## config.mk

```make
export PLATFORM = sky130hd
export DESIGN_NAME = vram_arbiter
export DESIGN_NICKNAME = d
export VERILOG_FILES = /design/src/rtl/vram_arbiter.sv
export SDC_FILE = /design/constraint.sdc
export NUM_CORES = 1
export LEC_CHECK = 0
export CAP_MARGIN = 20
export CORE_MARGIN = 2
export CORE_UTILIZATION = 41
export CTS_CLUSTER_DIAMETER = 150
export DETAILED_ROUTE_END_ITERATION = 8
export PLACE_DENSITY_LB_ADDON = 0.1
export SKIP_CTS_REPAIR_TIMING = 1
export SYNTH_ARGS = -nofsm -noshare
export SYNTH_HDL_FRONTEND = slang
export SYNTH_SLANG_ARGS = --single-unit
```

## constraint.sdc

```tcl
create_clock -name clk_pixel -period 3.48 [get_ports clk_pixel]
set_input_delay 0.696 -clock clk_pixel [delete_from_list [all_inputs] [get_ports clk_pixel]]
set_output_delay 0.696 -clock clk_pixel [all_outputs]
set_load 0.02 [all_outputs]
```

## src/rtl/vram_arbiter.sv

```systemverilog
// Display RAM arbiter: video character fetch has absolute priority with a fixed
// 2-cycle read latency; the CPU gets the remaining cycles via req/ack.
module vram_arbiter #(
  parameter int ADDR_W       = 11,
  parameter int DATA_W       = 8,
  parameter int STARVE_LIMIT = 16,
  parameter int WAIT_CNT_W   = 8
) (
  input  logic              clk_pixel,
  input  logic              reset_n,
  input  logic              vid_req,
  input  logic [ADDR_W-1:0] vid_addr,
  output logic [DATA_W-1:0] vid_data,
  output logic              vid_valid,
  input  logic              cpu_req,
  input  logic              cpu_we,
  input  logic [ADDR_W-1:0] cpu_addr,
  input  logic [DATA_W-1:0] cpu_wdata,
  output logic [DATA_W-1:0] cpu_rdata,
  output logic              cpu_ack,
  output logic              cpu_starved,
  output logic [ADDR_W-1:0] ram_addr,
  output logic              ram_we,
  output logic [DATA_W-1:0] ram_wdata,
  input  logic [DATA_W-1:0] ram_rdata
);

  typedef enum logic [1:0] {
    C_IDLE   = 2'd0,
    C_ISSUED = 2'd1,
    C_DATA   = 2'd2
  } cpu_state_t;

  localparam logic [WAIT_CNT_W-1:0] WAIT_MAX   = {WAIT_CNT_W{1'b1}};
  localparam logic [WAIT_CNT_W-1:0] WAIT_ONE   = {{(WAIT_CNT_W-1){1'b0}}, 1'b1};
  localparam logic [WAIT_CNT_W-1:0] WAIT_LIMIT = WAIT_CNT_W'(STARVE_LIMIT);

  cpu_state_t            cpu_state_r;
  logic                  cpu_we_r;
  logic                  vid_pend_r;
  logic [WAIT_CNT_W-1:0] wait_cnt_r;
  logic [WAIT_CNT_W-1:0] wait_nxt_s;
  logic                  cpu_gnt_s;

  // RAM port grant: video first, CPU only when its FSM is idle; writes gated by reset
  always_comb begin
    cpu_gnt_s = 1'b0;
    ram_addr  = '0;
    ram_we    = 1'b0;
    ram_wdata = '0;
    if (vid_req) begin
      ram_addr = vid_addr;
    end else if ((cpu_state_r == C_IDLE) && cpu_req) begin
      cpu_gnt_s = 1'b1;
      ram_addr  = cpu_addr;
      ram_we    = cpu_we & reset_n;
      ram_wdata = cpu_wdata;
    end else begin
      ram_addr = '0;
    end
  end

  // Next value of the saturating CPU wait counter
  always_comb begin
    wait_nxt_s = wait_cnt_r;
    if (cpu_gnt_s || !cpu_req) begin
      wait_nxt_s = '0;
    end else if (cpu_state_r == C_IDLE) begin
      wait_nxt_s = (wait_cnt_r == WAIT_MAX) ? wait_cnt_r : wait_cnt_r + WAIT_ONE;
    end else begin
      wait_nxt_s = wait_cnt_r;
    end
  end

  // Video tag pipeline: the RAM word arriving one cycle after a fetch is registered out
  always_ff @(posedge clk_pixel or negedge reset_n) begin
    if (!reset_n) begin
      vid_pend_r <= 1'b0;
      vid_valid  <= 1'b0;
      vid_data   <= '0;
    end else begin
      vid_pend_r <= vid_req;
      vid_valid  <= vid_pend_r;
      if (vid_pend_r) begin
        vid_data <= ram_rdata;
      end
    end
  end

  // Starvation monitor: sticky once the wait count reaches the limit
  always_ff @(posedge clk_pixel or negedge reset_n) begin
    if (!reset_n) begin
      wait_cnt_r  <= '0;
      cpu_starved <= 1'b0;
    end else begin
      wait_cnt_r <= wait_nxt_s;
      if (wait_nxt_s >= WAIT_LIMIT) begin
        cpu_starved <= 1'b1;
      end
    end
  end

  // CPU access FSM; write ack is raised at the grant edge so it shows one cycle later
  always_ff @(posedge clk_pixel or negedge reset_n) begin
    if (!reset_n) begin
      cpu_state_r <= C_IDLE;
      cpu_we_r    <= 1'b0;
      cpu_ack     <= 1'b0;
      cpu_rdata   <= '0;
    end else begin
      cpu_ack <= 1'b0;
      case (cpu_state_r)
        C_IDLE: begin
          if (cpu_gnt_s) begin
            cpu_we_r    <= cpu_we;
            cpu_ack     <= cpu_we;
            cpu_state_r <= C_ISSUED;
          end
        end
        C_ISSUED: begin
          if (cpu_we_r) begin
            cpu_state_r <= C_IDLE;
          end else begin
            cpu_rdata   <= ram_rdata;
            cpu_ack     <= 1'b1;
            cpu_state_r <= C_DATA;
          end
        end
        C_DATA: begin
          cpu_state_r <= C_IDLE;
        end
        default: begin
          cpu_state_r <= C_IDLE;
        end
      endcase
    end
  end

endmodule

```

==> qor.yml, run 1 <==
outcome:
  outcome: "finished clean"
die:
  die-area_um2: 4050
  num_rows: 21
  die_w_um: 63.6
  core_um2: 3360
  die_h_um: 63.6
  start_util: 0.433
  ioPinCount: 82
pwr:
  p_int_mw: 0.726
  leakagePower_nw: 1.06
  ir_worst_vdd_uv: 309
  combPwrFrac: 0.367
  pwr-share-clk: 0.201
  p_sw_frac: 0.303
  total_power_mw: 1.04
  power.switching_mw: 0.315
  power_density_nw_per_um2: 433
  seqPwrFrac: 0.432
global_route:
  antenna_found_initial: 0
  gr-usage-all-layers: 0.219
  grt_pass1_wl_um: 6800
  grt.overflow.total: 0
  grt_max_degree: 32
  grt_pass1_vias: 1439
synth:
  syn_area_per_cell_um2: 12.1
  synth_ff_type: "dfrtp_1"
  synth-seq-cells: 31
  netlist_top_cells_area: "dfrtp_1 (53%), mux2_2 (13%), a22o_1 (6.6%)"
  yosysWarnings: 0
  async_flop_share: 1.00
  synth.most_common_cell: "dfrtp_1"
  synth.top_cell.area_share: 0.532
  synth_nets: 164
  synth_top_area_cell: "dfrtp_1"
  synth_edf_count: 0
  ys_types: 31
  synth_common_cells: "dfrtp_1 (31), mux2_2 (17), and3_1 (12)"
  synthCells: 120
  syn-cell-area_um2: 1460
  yosysSeqAreaShare: 0.532
final_layout:
  syn_to_final_growth_pct: 65.0
  nNetsFinal: 252
  drive_gt1_frac: 0.163
  n_fill_cell: 286
  antennaDiodeCount: 0
critical_path:
  crit_type: "in -> out"
  worstRegToRegCells: 5
  rr_endpoint: "cpu_starved"
  cp-end-kind: "primary output"
  crit_arrival_ps: 2520
  crit_path_start_kind: "input port"
  worst-path-max-fanout: 8
  r2r-start: "cpu_state_r[0]"
  crit_required_ps: 2780
  r2r_setup_slack_ps: 1640
timing:
  finalClockSkew_ps: 7.36
  slew_violations: 0
  tightest_slew_ps: 411
  max_freq_mhz: 311
  rsz0062_at_grt: "false"
  finalSetupViolations: 0
  hold_slack_ps: 510
  setup_tns_ps: 0
  maxSlewHeadroom: 0.725
  fin_crit_sh: 0.925
  layout_min_cycle_time_ps: 3220
  hold_viol: 0
worst_hold_path:
  hold_path.class: "reg -> reg"
  min_from: "cpu_rdata[3]"
  hold-path-cell-count: 1
  holdPathEnd: "cpu_rdata[3]"
cts:
  cts.sinks: 31
  cts_tree: "yes"
  cts_inserted_buffers: 5
  htree_levels: 2
  clkTransAtPathRegs_ps: 90
  cts.path.max_buffers: 2
  cts-root-buf: "clkbuf_4"
  clk_latency_ps: 330
flow_run:
  maxCapViolations: 0
route:
  num_vias: 1340
  routedWlPerCell_um: 15.9
  drt_pass1_iterations: 4
  drt_first_iter_violations: 69
  ant_nets: 0
  via_per_inst: 5.28
  drc_errors: 0
  drt_wl_total_um: 4040
place:
  port_buffers: 81
  dp_hpwl_um: 3180
  place_congestion: 0.853
[metrics by stage]
step	instances	area (µm²)	utilization	setup WS, ps
3_5_place_dp	247	2350	0.698	235
6_report	254	2400	0.715	259
5_1_grt	254	2400	0.715	105
2_1_floorplan	120	1460	-	1020
4_1_cts	254	2400	0.715	236
3_3_place_gp	247	2350	0.698	306
[flip-flops by register name, indices dropped and copies added (netlist names)]
signal,count
cpu_starved,1
cpu_ack,1
cpu_state_r,2
cpu_rdata,8
vid_valid,1
vid_data,8
vid_pend_r,1
wait_cnt_r,8
cpu_we_r,1
[how the worst max path moves through the flow]
stage          startpoint          end  slack [ps]  cells past startpoint
2_1_floorplan     vid_req  ram_addr[2]        1020                      6
3_3_place_gp      vid_req  ram_addr[7]         310                      6
3_5_place_dp      vid_req  ram_addr[7]         230                      6
4_1_cts           vid_req  ram_addr[7]         240                      6
5_1_grt           vid_req  ram_addr[7]         100                      6
6_report          vid_req  ram_addr[7]         260                      6
[layout make-up]
type	instances	area, µm²	share of cell area
multi-input combinational	82	652	0.271
clock buffer	6	51.3	0.0213
sequential	31	776	0.323
clock inverter	1	5.00	0.00208
timing repair buffer	88	863	0.359
tap	46	57.6	0.0239
[power by group through the flow]
stage	clock, mW	sequential (mW)	combinational (mW)
after CTS	0.220	0.452	0.386
after global routing	0.233	0.459	0.405
after floorplan	0	0.518	0.109
after global placement	0	0.455	0.376
final	0.209	0.450	0.382
after detailed placement	0	0.459	0.385
[cell usage in the layout (no fill, tap or decap), drive strengths merged]
cell type	instances
a41o	1
nand4	3
nor3b	2
o211ai	2
or4	1
a21o	2
o2111ai	1
ha	1
nor2b	2
nor2	5
nand2	5
dfrtp	31
mux2i	1
clkbuf	6
o21ai	1
clkdlybuf4s50	81
nor3	1
nand2b	1
and2	1
mux2	17
a32oi	1
a31o	1
a31oi	1
a22o	11
buf	7
and3	14
nand3	2
and4	1
xor2	3
and4bb	1
clkinv	1
[cell families (layout without fill, tap and decap cells)]
kind of cell,Yosys count,in the layout,synth area share
xor+xnor,3,3,0.0180
flops,31,31,0.532
mux,18,18,0.138
simple gates,39,39,0.163
fa+ha+maj,1,1,0.00858
compound gates,21,21,0.119
buf+inv,7,95,0.0206
[routing by layer]
| metal | vias up | global-route usage | routed length, µm |
|---|---|---|---|
| li1 | 625 | - | - |
| met1 | 629 | 0.253 | 1650 |
| met2 | 80 | 0.370 | 1940 |
| met3 | 6 | 0.0679 | 400 |
| met4 | 0 | 0.0978 | 55 |
| met5 | - | 0 | 0 |
[critical path, stage by stage]
cell             delay [ps]
clkdlybuf4s50_1         430
nor3_1                  200
and2_1                  260
buf_4                   190
a22o_1                  140
clkdlybuf4s50_1         610
Power figures use the tool's default switching activity.
==> inputs of run 2 (changes only) <==
CORE_UTILIZATION = 38   (was 41)
clock period = 3.28 ns   (was 3.48 ns; I/O delays follow)
==> run 2 against run 1 <==
Effect of this change: combinational power up 5.8%; via count down 1.4%; sequential power up 6.4%; flip-flop and latch count unchanged; critical path type unchanged; critical endpoint is now ram_we; largest power group unchanged.
==> qor.yml, run 2 (same netlist as run 1, synthesis figures left out) <==
timing:
  finalClockSkew_ps: 5.93  # -1.44 ps
  fin_crit_sh: 0.938
  hold_viol: 0  # unchanged
  slew_violations: 0  # unchanged
  rsz0062_at_grt: "false"
  setup_tns_ps: 0  # unchanged
  layout_min_cycle_time_ps: 3080
  max_freq_mhz: 325
  tightest_slew_ps: 436  # +25.5 ps
  finalSetupViolations: 0  # unchanged
  maxSlewHeadroom: 0.708  # -0.0171
place:
  dp.cells: 248  # +0.40%
  port_buffers: 81  # unchanged
  dp_hpwl_um: 3250  # +2.3%
  place_area_um2: 2340  # -0.21%
  place_congestion: 0.870  # +2.0%
route:
  drt_wl_total_um: 4180  # +3.4%
  drt_pass1_iterations: 4  # unchanged
  num_vias: 1321  # -1.4%
  drt_first_iter_violations: 66  # -4.3%
  drc_errors: 0  # unchanged
  via_per_inst: 5.16  # -2.2%
  ant_nets: 0  # unchanged
  routedWlPerCell_um: 16.3  # +2.6%
final_layout:
  nNetsFinal: 251  # -0.40%
  reg_top3: "cpu_rdata x8, vid_data x8, wait_cnt_r x8"
  n_fill_cell: 287  # +0.35%
  drive_gt1_frac: 0.168  # +0.00481
  final_common_cell: "clkdlybuf4s50_1"
  final_area_um2: 2430  # +1.2%
  final_cell_mix: "clkdlybuf4s50_1 (81), dfrtp_1 (31), mux2_2 (17)"
  syn_to_final_growth_pct: 67.0
  antennaDiodeCount: 0  # unchanged
  stdcell_count: 256  # +0.79%
global_route:
  antenna_found_initial: 0  # unchanged
  grt.overflow.total: 0  # unchanged
  gr-usage-all-layers: 0.206  # -0.0131
  grt_pass1_wl_um: 6610  # -2.7%
  grt_pass1_vias: 1384  # -3.8%
  grt_max_degree: 32  # unchanged
die:
  start_util: 0.398  # -0.0353
  ioPinCount: 82  # unchanged
  die_h_um: 65.9  # +3.6%
  num_rows: 22  # +4.8%
  die-area_um2: 4350  # +7.4%
  core_um2: 3660  # +8.9%
  die_w_um: 65.9  # +3.6%
cts:
  cts_tree: "yes"
  cts.path.max_buffers: 2  # unchanged
  clkTransAtPathRegs_ps: 70  # -20 ps
  cts-root-buf: "clkbuf_8"
  htree_levels: 2  # unchanged
  cts_inserted_buffers: 5  # unchanged
  clk_latency_ps: 290  # -40 ps
  cts.sinks: 31  # unchanged
critical_path:
  crit_arrival_ps: 2420  # -100 ps
  crit_path_start_kind: "input port"
  crit_required_ps: 2620  # -160 ps
  cp-end-kind: "primary output"
  worstRegToRegCells: 5  # unchanged
  crit_type: "in -> out"
  worst-path-max-fanout: 13  # +5
pwr:
  ir_worst_vdd_uv: 336  # +8.6%
  power_density_nw_per_um2: 484  # +12%
  leakagePower_nw: 1.06  # +0.15%
outcome:
  outcome: "finished clean"
worst_hold_path:
  hold_path.class: "reg -> reg"
  hold-path-cell-count: 1  # unchanged
flow_run:
  maxCapViolations: 0  # unchanged
run 2: cell count changes in the layout (fill, tap and decap cells not counted), sizes merged:
cell,before,now
clkinvlp,0,2
clkbuf,6,5
buf,7,6
run 2: area by class of cell:
class / count / area [µm²] / area share
Sequential cell: 31 / 776 / 0.319
Clock buffer: 5 / 68.8 / 0.0283
Timing Repair Buffer: 87 / 856 / 0.352
Clock inverter: 3 / 20.0 / 0.00823
Tap cell: 48 / 60.1 / 0.0247
Multi-Input combinational cell: 82 / 653 / 0.268
run 2: final timing paths:
path                                from            end  slack (ps)
max                              vid_req         ram_we         200
min                         cpu_rdata[0]   cpu_rdata[0]         510
max reg2reg                wait_cnt_r[0]    cpu_starved        1460
min reg2reg                 cpu_rdata[0]   cpu_rdata[0]         510
max in group asynchronous        reset_n  wait_cnt_r[0]        2120
min in group asynchronous        reset_n      vid_valid         880
run 2: power by group:
part / internal [mW] / switching [mW] / leakage [nW]
clock: 0.147 / 0.147 / 0.0402
combinational: 0.227 / 0.177 / 0.633
sequential: 0.445 / 0.0349 / 0.388
total: 0.818 / 0.359 / 1.06
run 2: layer usage:
| layer | part of all wire | track usage | vias to the layer above |
|---|---|---|---|
| met5 | 0 | 0 | - |
| met4 | 0.0096 | 0.0587 | 0 |
| met3 | 0.038 | 0.0750 | 5 |
| met2 | 0.54 | 0.345 | 26 |
| met1 | 0.41 | 0.248 | 666 |
| li1 | - | - | 624 |
run 2: metrics by stage:
stage / utilization / setup slack, ps / hold slack, ps / total power, mW
5_1_grt: 0.665 / 59.2 / 524 / 1.24
2_1_floorplan: - / 904 / 352 / 0.665
3_5_place_dp: 0.640 / 69.4 / 496 / 0.893
4_1_cts: 0.664 / 62.2 / 512 / 1.19
3_3_place_gp: 0.640 / 114 / 488 / 0.880
6_report: 0.665 / 203 / 507 / 1.18
run 2: worst max-delay path: stages:
cell	delay, ps
clkdlybuf4s50_1	430
nor3_1	190
and2_2	340
and3_1	200
clkdlybuf4s50_1	600
==> inputs of run 3 (changes only) <==
SETUP_SLACK_MARGIN = 0.02   (was default)
==> results of run 3 <==
The final DEF is identical to that of run 2; final timing and power are the same.
